===== src/rtl/store_monitor_if.sv =====
// Head-of-queue stream carrying captured stores from the monitor to its consumer.
// master = store_monitor (producer), slave = consumer.
interface store_monitor_if;
    logic        out_valid;
    logic        out_ready;
    logic [31:0] out_adr;
    logic [31:0] out_data;
    logic [15:0] out_seq;

    modport master (
        output out_valid,
        output out_adr,
        output out_data,
        output out_seq,
        input  out_ready
    );

    modport slave (
        input  out_valid,
        input  out_adr,
        input  out_data,
        input  out_seq,
        output out_ready
    );
endinterface


===== src/rtl/store_monitor.sv =====
// Store-stream monitor: queues processor stores in a show-ahead FIFO and
// decides pass/fail from the store written to DONE_ADR.
module store_monitor #(
    parameter int          DEPTH     = 8,
    parameter logic [31:0] DONE_ADR  = 32'd100,
    parameter logic [31:0] DONE_DATA = 32'd25
) (
    input  logic                   clk,
    input  logic                   reset,
    input  logic                   MemWrite,
    input  logic [31:0]            DataAdr,
    input  logic [31:0]            WriteData,
    store_monitor_if.master        mon,
    output logic [$clog2(DEPTH):0] count,
    output logic                   overflow,
    output logic                   pass,
    output logic                   fail,
    output logic [31:0]            cycles
);
    localparam int            AW         = $clog2(DEPTH);
    localparam int            CW         = AW + 1;
    localparam logic [CW-1:0] FULL_COUNT = CW'(DEPTH);

    typedef enum logic [1:0] {
        ST_RUN  = 2'd0,
        ST_PASS = 2'd1,
        ST_FAIL = 2'd2
    } state_t;

    state_t        state_r;
    logic [AW-1:0] wr_ptr_r;
    logic [AW-1:0] rd_ptr_r;
    logic [CW-1:0] count_r;
    logic [CW-1:0] count_nxt_s;
    logic [15:0]   seq_r;
    logic [31:0]   cycles_r;
    logic          valid_r;
    logic          overflow_r;
    logic          pass_r;
    logic          fail_r;

    logic [31:0]   adr_mem_r  [DEPTH];
    logic [31:0]   data_mem_r [DEPTH];
    logic [15:0]   seq_mem_r  [DEPTH];

    logic          push_req_s;
    logic          pop_s;
    logic          full_s;
    logic          push_s;
    logic          drop_s;
    logic          done_s;

    // Push/pop decode; a full FIFO still accepts a store when the head leaves on the same edge
    always_comb begin
        push_req_s  = 1'b0;
        count_nxt_s = count_r;
        if (MemWrite && (state_r == ST_RUN)) begin
            push_req_s = 1'b1;
        end else begin
            push_req_s = 1'b0;
        end
        pop_s  = valid_r & mon.out_ready;
        full_s = (count_r == FULL_COUNT);
        push_s = push_req_s & (~full_s | pop_s);
        drop_s = push_req_s & full_s & ~pop_s;
        done_s = push_req_s & (DataAdr == DONE_ADR);
        case ({push_s, pop_s})
            2'b10:   count_nxt_s = count_r + CW'(1);
            2'b01:   count_nxt_s = count_r - CW'(1);
            default: count_nxt_s = count_r;
        endcase
    end

    // Outcome FSM with registered pass/fail and the RUN-cycle counter
    always_ff @(posedge clk or negedge reset) begin
        if (!reset) begin
            state_r  <= ST_RUN;
            pass_r   <= 1'b0;
            fail_r   <= 1'b0;
            cycles_r <= 32'd0;
        end else begin
            case (state_r)
                ST_RUN: begin
                    if (cycles_r != 32'hFFFF_FFFF) begin
                        cycles_r <= cycles_r + 32'd1;
                    end else begin
                        cycles_r <= cycles_r;
                    end
                    if (done_s && (WriteData == DONE_DATA)) begin
                        state_r <= ST_PASS;
                        pass_r  <= 1'b1;
                        fail_r  <= 1'b0;
                    end else if (done_s) begin
                        state_r <= ST_FAIL;
                        pass_r  <= 1'b0;
                        fail_r  <= 1'b1;
                    end else begin
                        state_r <= ST_RUN;
                        pass_r  <= 1'b0;
                        fail_r  <= 1'b0;
                    end
                end
                ST_PASS: begin
                    state_r <= ST_PASS;
                    pass_r  <= 1'b1;
                    fail_r  <= 1'b0;
                end
                ST_FAIL: begin
                    state_r <= ST_FAIL;
                    pass_r  <= 1'b0;
                    fail_r  <= 1'b1;
                end
                default: begin
                    // an illegal encoding is reported as a failed test
                    state_r <= ST_FAIL;
                    pass_r  <= 1'b0;
                    fail_r  <= 1'b1;
                end
            endcase
        end
    end

    // FIFO control: pointers, occupancy, sequence number and sticky overflow
    always_ff @(posedge clk or negedge reset) begin
        if (!reset) begin
            wr_ptr_r   <= {AW{1'b0}};
            rd_ptr_r   <= {AW{1'b0}};
            count_r    <= {CW{1'b0}};
            valid_r    <= 1'b0;
            seq_r      <= 16'd0;
            overflow_r <= 1'b0;
        end else begin
            count_r    <= count_nxt_s;
            valid_r    <= (count_nxt_s != {CW{1'b0}});
            overflow_r <= overflow_r | drop_s;
            if (push_s) begin
                wr_ptr_r <= wr_ptr_r + AW'(1);
                seq_r    <= seq_r + 16'd1;
            end else begin
                wr_ptr_r <= wr_ptr_r;
                seq_r    <= seq_r;
            end
            if (pop_s) begin
                rd_ptr_r <= rd_ptr_r + AW'(1);
            end else begin
                rd_ptr_r <= rd_ptr_r;
            end
        end
    end

    // FIFO storage; contents are hidden by valid_r after reset, so no reset needed
    always_ff @(posedge clk) begin
        if (push_s) begin
            adr_mem_r[wr_ptr_r]  <= DataAdr;
            data_mem_r[wr_ptr_r] <= WriteData;
            seq_mem_r[wr_ptr_r]  <= seq_r;
        end
    end

    // Show-ahead head and status outputs
    always_comb begin
        mon.out_valid = valid_r;
        mon.out_adr   = adr_mem_r[rd_ptr_r];
        mon.out_data  = data_mem_r[rd_ptr_r];
        mon.out_seq   = seq_mem_r[rd_ptr_r];
        count         = count_r;
        overflow      = overflow_r;
        pass          = pass_r;
        fail          = fail_r;
        cycles        = cycles_r;
    end
endmodule


===== src/flat_wrapper.sv =====
// flat-port wrapper written by rule: the top's interface ports become plain ports
module store_monitor_flat 
#(
    parameter int          DEPTH     = 8,
    parameter logic [31:0] DONE_ADR  = 32'd100,
    parameter logic [31:0] DONE_DATA = 32'd25
)
  (clk, reset, MemWrite, DataAdr, WriteData, count, overflow, pass, fail, cycles, mon_out_valid, mon_out_adr, mon_out_data, mon_out_seq, mon_out_ready);
  store_monitor_if mon_i ();
  input  logic clk;
  input  logic reset;
  input  logic MemWrite;
  input  logic [31:0] DataAdr;
  input  logic [31:0] WriteData;
  output logic [$clog2(DEPTH):0] count;
  output logic overflow;
  output logic pass;
  output logic fail;
  output logic [31:0] cycles;
  output wire logic [$bits(mon_i.out_valid)-1:0] mon_out_valid;
  output wire logic [$bits(mon_i.out_adr)-1:0] mon_out_adr;
  output wire logic [$bits(mon_i.out_data)-1:0] mon_out_data;
  output wire logic [$bits(mon_i.out_seq)-1:0] mon_out_seq;
  input wire logic [$bits(mon_i.out_ready)-1:0] mon_out_ready;
  assign mon_out_valid = mon_i.out_valid;
  assign mon_out_adr = mon_i.out_adr;
  assign mon_out_data = mon_i.out_data;
  assign mon_out_seq = mon_i.out_seq;
  assign mon_i.out_ready = mon_out_ready;
  store_monitor #(.DEPTH(DEPTH), .DONE_ADR(DONE_ADR), .DONE_DATA(DONE_DATA)) u_core (.clk(clk), .reset(reset), .MemWrite(MemWrite), .DataAdr(DataAdr), .WriteData(WriteData), .mon(mon_i), .count(count), .overflow(overflow), .pass(pass), .fail(fail), .cycles(cycles));
endmodule

===== config.mk =====
export PLATFORM = sky130hd
export DESIGN_NAME = store_monitor_flat
export DESIGN_NICKNAME = d
export VERILOG_FILES = /design/src/rtl/store_monitor_if.sv /design/src/rtl/store_monitor.sv /design/src/flat_wrapper.sv
export SDC_FILE = /design/constraint.sdc
export NUM_CORES = 1
export LEC_CHECK = 0
export BUFFER_PORTS_ARGS = -buffer_cell sky130_fd_sc_hd__buf_2
export CORE_ASPECT_RATIO = 0.5
export CORE_MARGIN = 2
export CORE_UTILIZATION = 65
export CTS_CLUSTER_DIAMETER = 200
export CTS_CLUSTER_SIZE = 10
export DETAILED_ROUTE_END_ITERATION = 10
export MAX_ROUTING_LAYER = met4
export PLACE_DENSITY_LB_ADDON = 0.05
export SKIP_CTS_REPAIR_TIMING = 1
export SYNTH_ARGS = -nofsm -noshare
export SYNTH_HDL_FRONTEND = slang
export SYNTH_SLANG_ARGS = --single-unit
export TNS_END_PERCENT = 20

===== constraint.sdc =====
create_clock -name clk -period 17.3 [get_ports clk]
set_clock_uncertainty 0.05 [all_clocks]
set_input_delay 3.46 -clock clk [delete_from_list [all_inputs] [get_ports clk]]
set_output_delay 3.46 -clock clk [all_outputs]
set_load 0.05 [all_outputs]

# Yosys cells after proc, flatten, opt, wreduce, memory -nomap -nowiden

Memory sizes are Yosys's and may differ from the RTL's.
Cells that the tools add are included.
Widths: inputs -> output; s select.

Bits in registers: 64
Bits in writable memories: 640
Input port bits: 68
Logic and storage cells: 52
Memories: 3

$add $sub $neg: 6
Equality and inequality tests: 7
Mux-type cells: 12
Bitwise operators: 9
Reduce and logical (&&, ||, !) cells: 5

Memories:

| name              | words | bits a word | rd ports | clocked after Yosys merged registers in | write ports | line                | source |
|---|---|---|---|---|---|---|---|
| u_core.adr_mem_r  | 8     | 32          | 1        | 0                                       | 1           | store_monitor.sv:42 | `logic [31:0] adr_mem_r [DEPTH];` |
| u_core.data_mem_r | 8     | 32          | 1        | 0                                       | 1           | store_monitor.sv:43 | `logic [31:0] data_mem_r [DEPTH];` |
| u_core.seq_mem_r  | 8     | 16          | 1        | 0                                       | 1           | store_monitor.sv:44 | `logic [15:0] seq_mem_r [DEPTH];` |

Operators with widths:

| operator              | count |
|---|---|
| $add 32x1->32 const B | 1 |
| $eq 32x5->1 const B   | 1 |
| $eq 32x7->1 const B   | 1 |
| $ne 32x32->1 const B  | 1 |
| $add 16x1->16 const B | 1 |
| $pmux 4 s2            | 1 |
| $add 3x1->3 const B   | 2 |
| $mux 1                | 6 |
| $and 1x1->1           | 5 |
| $add 4x1->4 const B   | 1 |
| $eq 2x1->1 const B    | 2 |
| $eq 4x4->1 const B    | 1 |
| $mux 2                | 2 |
| $pmux 1 s2            | 2 |
| $pmux 2 s2            | 1 |
| $reduce_bool 4->1     | 1 |
| $sub 4x1->4 const B   | 1 |
| $eq 2x2->1 const B    | 1 |
| $logic_and 1x1->1     | 2 |
| $logic_not 2->1       | 1 |
| $not 1->1             | 2 |
| $or 1x1->1            | 2 |
| $reduce_and 2->1      | 1 |

# Longest topological paths before layout

Depth in word-level cells: 7
Depth in mapped cells: 8
Mapped depth without buffers: 8

# Worst setup path before layout

Ideal clock, no wire load.

Path type: input port to flip-flop
Start point: input MemWrite
End point: memory u_core.adr_mem_r[2][0] (enable)
Setup time: 0.743 ns
Arrival: 12.246 ns
Path slack: 4.261 ns
Stages on the path: 3
Buffers on the path: 0
Cells stage by stage: nor3b_2 > nand2_1 > nor4b_1

Cells in the longest elaborated chain, start to end: 5

Ends and longest elaborated chain:

| item                         | line                 | source |
|---|---|---|
| from (decl)                  | flat_wrapper.sv:12   | `input logic MemWrite;` |
| $logic_and 1x1->1            | store_monitor.sv:57  | `if (MemWrite && (state_r == ST_RUN)) begin` |
| $mux 1                       | store_monitor.sv:57  |  |
| $and 1x1->1                  | store_monitor.sv:64  | `push_s = push_req_s & (~full_s \| pop_s);` |
| $mux 1                       | store_monitor.sv:153 | `if (push_s) begin` |
| $mux 1 (implied by the code) | store_monitor.sv:154 | `adr_mem_r[wr_ptr_r] <= DataAdr;` |
| to (decl)                    | store_monitor.sv:42  |  |

Every way passes these cells.

# Worst setup path in the final report

Start point: register u_core.rd_ptr_r[1]
End point: output mon_out_adr[0]

Cells in the longest elaborated chain, start to end: 1

Ends and longest elaborated chain:

| item                   | line                 | source |
|---|---|---|
| from (decl)            | store_monitor.sv:32  | `logic [AW-1:0] rd_ptr_r;` |
| from (signal assigned) | store_monitor.sv:127 | `rd_ptr_r <= {AW{1'b0}};` |
| from (signal assigned) | store_monitor.sv:144 | `rd_ptr_r <= rd_ptr_r + AW'(1);` |
| from (signal assigned) | store_monitor.sv:146 | `rd_ptr_r <= rd_ptr_r;` |
| $mem_v2 8x32           | n/a                  |  |
| to (decl)              | flat_wrapper.sv:21   | `output wire logic [$bits(mon_i.out_adr)-1:0] mon_out_adr;` |

Every way passes these cells.

==> impl_results.rst <==
.. list-table::
   :header-rows: 1

   * - Metric
     - Value
   * - Status
     - finished clean
   * - Global-route usage over all layers
     - 0.277
   * - CP endpoint kind
     - output pin
   * - Antenna Violating Nets Remaining
     - 0
   * - Dominant cell by count in the synthesized netlist
     - sky130_fd_sc_hd__edfxtp_1
   * - Ys flop type
     - sky130_fd_sc_hd__edfxtp_1
   * - Post-synth ARST share
     - 0.0883
   * - Most used cell along the critical path
     - sky130_fd_sc_hd__buf_4
   * - #FFs+latches synth
     - 702
   * - Number of flops mapped to enable cells by yosys
     - 640
   * - Remaining max-slew budget at the tightest pin
     - 0.293
   * - Wire length of the first global-routing pass
     - between 80,000 and 90,000 um
   * - Number of hold violations in the final report
     - 0
   * - Time the final worst path needs with I/O delays and setup
     - 7.69 ns
   * - Layout Nets
     - 1,542
   * - Row Count
     - 52
   * - Category of the critical setup timing path
     - reg -> out
   * - Share of the yosys chip area belonging to registers
     - 0.768
   * - Max-cap violation count
     - 0
   * - Number of nets in the synthesized netlist
     - between 1,000 and 1,500
   * - Total routed wirelength
     - 55,900 um
   * - Data required time at the worst endpoint
     - 13.79 ns
   * - Max-slew violation total from the final report
     - 0
   * - Clock-pin transition on the worst setup and hold timing paths
     - 0.06 ns
   * - Cell types with the largest area share after synthesis
     - sky130_fd_sc_hd__edfxtp_1, sky130_fd_sc_hd__mux4_2, sky130_fd_sc_hd__dfrtp_1
   * - Die Width
     - roughly 290 um
   * - Combinational share of power
     - 0.329
   * - Clock root cell
     - sky130_fd_sc_hd__clkbuf_16
   * - Area of the placeable core
     - 40,700 um2
   * - Combined area of the multi-input logic cells
     - 6090 um2
   * - Slowest stage cell, crit path
     - sky130_fd_sc_hd__dfrtp_4
   * - Number of synthesis warnings
     - 0
   * - IO Pins
     - 188
   * - CTS tree
     - done
   * - Router iterations before antenna repair
     - 5
   * - Fraction of final layout cells with drive strength greater than 1
     - 0.374
   * - Critical Path Fanout Max
     - 64
   * - Synthesis-to-layout area growth
     - 14.5%
   * - Part of the power in registers
     - 0.407
   * - First-iteration detailed-routing DRC count
     - 1,204
   * - Syn_area_per_cell
     - 22.1 um2
   * - Relative contribution of the clock network to total power
     - 0.265
   * - Worst Setup Start Kind
     - flop
   * - Internal
     - approximately 0.0037 W
   * - Sequential Area
     - just over 20,000 um2
   * - Net Switching
     - ~0.0020 W
   * - Slew at the pin closest to its max-slew limit
     - 1.06 ns
   * - Overall die area
     - 43,300 um2
   * - Peak ir drop on the vdd network
     - between 0.1 and 0.15 mV
   * - Average detailed-routed wire length per instance
     - around 27 um
   * - Initial core utilization
     - 0.664
   * - Highest Clock Rate
     - 130 MHz
   * - Library cell occupying the most area in the post-synthesis netlist
     - sky130_fd_sc_hd__edfxtp_1
   * - Buffers added on ports
     - between 150 and 200
   * - Number of distinct library cell variants in the gate-level netlist after synthesis
     - 49
   * - Latest clock arrival within the worst-skew pair
     - 0.58 ns
   * - Count of vias placed by the detailed router
     - 13,300
   * - Aggregate global routing overflow
     - 0
   * - Data arrival at the endpoint of the critical path
     - 4.18 ns
   * - Largest net degree at the start of global routing
     - between 100 and 150
   * - Deepest clock path buffer count
     - 3
   * - Detailed Place HPWL
     - between 20,000 and 30,000 um
   * - Vert. Die Dim
     - 148 um
   * - Antenna violations before repair
     - 0
   * - Via-to-Cell Ratio
     - approximately 6.5
   * - Top cells by instance count after synthesis
     - sky130_fd_sc_hd__edfxtp_1, sky130_fd_sc_hd__mux4_2, sky130_fd_sc_hd__mux2_2
   * - Number of filler cells placed in the layout
     - 2,221
   * - Num CTS Buffers
     - 80
   * - Fraction of the cycle the final worst path needs
     - 0.445
   * - Gate count after technology mapping
     - 1,223
   * - CTS Sinks
     - approximately 700
   * - Synthesized area
     - between 20,000 and 30,000 um2
   * - Net Sw Frac
     - 0.348
   * - Sum of negative setup slack
     - 0 ns
   * - Max H-tree Level
     - 3
   * - Hold Worst Slack
     - ~0.43 ns
   * - Weighted congestion at the end of routability-driven global placement
     - 0.832
   * - Remaining DRCs
     - 0
   * - Final setup fails
     - 0
   * - Number of global-route vias before repair
     - between 10,000 and 15,000
   * - Biggest cell delay along the critical path
     - 0.92 ns
   * - Leakage power
     - 10.5 nW
   * - Post-synth top area share
     - 0.711
   * - Setup repair after global routing missed its margin
     - no
   * - Cell breakdown of the critical path
     - buf_4, buf_4, mux4_2, mux2_2, buf_2
   * - Power density cells
     - 182 nW/um2
   * - Class of the tightest hold or removal check
     - reg -> reg
## flip-flops by register name, summed over array words and instances (netlist names)
| name | count |
|---|---|
| u_core.cycles | 32 |
| u_core.seq_r | 16 |
| u_core.data_mem_r | 256 |
| u_core.fail | 1 |
| u_core.mon.out_valid | 1 |
| u_core.count | 4 |
| u_core.overflow | 1 |
| u_core.state_r | 1 |
| u_core.seq_mem_r | 128 |
| u_core.adr_mem_r | 256 |
| u_core.wr_ptr_r | 3 |
| u_core.rd_ptr_r | 3 |
## layer usage
layer | wire [um] | part of all wire | vias to the layer above | GRT usage
li1 | - | - | 5576 | -
met1 | 22400 | 0.40 | 7100 | 0.377
met2 | 28800 | 0.52 | 520 | 0.449
met3 | 3700 | 0.066 | 72 | 0.0527
met4 | 886 | 0.016 | 0 | 0.0628
met5 | 0 | 0 | - | -
## path summary, 6_finish.rpt
kind / from / endpoint / slack, ns / cells past startpoint
worst max register to register: u_core.fail / u_core.data_mem_r[6][10] / 13.50 / 6
max in group asynchronous: reset / u_core.rd_ptr_r[2] / 13.57 / 2
worst min register to register: u_core.overflow / u_core.overflow / 0.43 / 1
min in group asynchronous: reset / u_core.cycles[24] / 3.00 / 2
worst min-delay path: u_core.overflow / u_core.overflow / 0.43 / 1
worst max-delay path: u_core.rd_ptr_r[1] / mon_out_adr[0] / 9.61 / 5
## final cells by class
class,count,area share
sequential,702,0.671
tap,540,0.0218
multi-input combinational,467,0.197
antenna,1,0.0000808
inverter,6,0.000727
clock inverter,3,0.000849
timing repair buffer,212,0.0367
clock buffer,112,0.0720
## worst max-delay path, delay by kind of cell (launching register included)
kind,cells,cell delay [ns]
buffers and inverters,3,1.85
flip-flops,1,0.92
multiplexers,2,0.72
## power by group through the flow
stage	registers [W]	clock network, W	logic, W
after floorplan	0.00227	0	0.00149
after global placement	0.00230	0	0.00185
after detailed placement	0.00232	0	0.00186
after CTS	0.00230	0.00151	0.00188
after global routing	0.00232	0.00158	0.00194
final	0.00229	0.00149	0.00185
## placed cells by master (no fill, tap or decap), types with 4 or more instances in the layout
| cell | netlist | routed |
|---|---|---|
| sky130_fd_sc_hd__and3_1 | 5 | 5 |
| sky130_fd_sc_hd__ha_1 | 5 | 5 |
| sky130_fd_sc_hd__dfrtp_1 | 62 | 59 |
| sky130_fd_sc_hd__buf_4 | 0 | 24 |
| sky130_fd_sc_hd__nor2_1 | 20 | 19 |
| sky130_fd_sc_hd__xnor2_1 | 32 | 32 |
| sky130_fd_sc_hd__nand3_1 | 17 | 17 |
| sky130_fd_sc_hd__buf_2 | 12 | 187 |
| sky130_fd_sc_hd__nand2_1 | 30 | 30 |
| sky130_fd_sc_hd__nor4_1 | 17 | 16 |
| sky130_fd_sc_hd__edfxtp_1 | 640 | 640 |
| sky130_fd_sc_hd__nand4_1 | 22 | 22 |
| sky130_fd_sc_hd__and4_1 | 4 | 4 |
| sky130_fd_sc_hd__clkbuf_16 | 0 | 85 |
| sky130_fd_sc_hd__nor3_1 | 15 | 13 |
| sky130_fd_sc_hd__xor2_1 | 19 | 19 |
| sky130_fd_sc_hd__inv_1 | 6 | 6 |
| sky130_fd_sc_hd__clkbuf_1 | 31 | 27 |
| sky130_fd_sc_hd__mux2_2 | 82 | 82 |
| sky130_fd_sc_hd__mux4_2 | 160 | 160 |
## kinds of logic (layout without fill, tap and decap cells)
family | count (synthesis) | count (layout) | synth area share
mux | 242 | 242 | 0.167
buf+inv | 54 | 333 | 0.00805
compound gates | 15 | 15 | 0.00472
flops | 702 | 702 | 0.768
fa+ha+maj | 5 | 5 | 0.00231
simple gates | 154 | 154 | 0.0326
xor+xnor | 51 | 51 | 0.0165
other cells | 0 | 1 | 0
## through the flow
stage          cells  worst slack, ns  utilization  total power [W]  area (um2)
2_1_floorplan   1223             4.26            -          0.00376       27000
3_3_place_gp    1927            10.27        0.705          0.00415       28700
3_5_place_dp    1927            10.23        0.705          0.00419       28700
4_1_cts         2042             9.58        0.760          0.00569       31000
5_1_grt         2042             9.44        0.760          0.00585       31000
6_report        2043             9.61        0.760          0.00564       31000
Power figures use the tool's default switching activity.
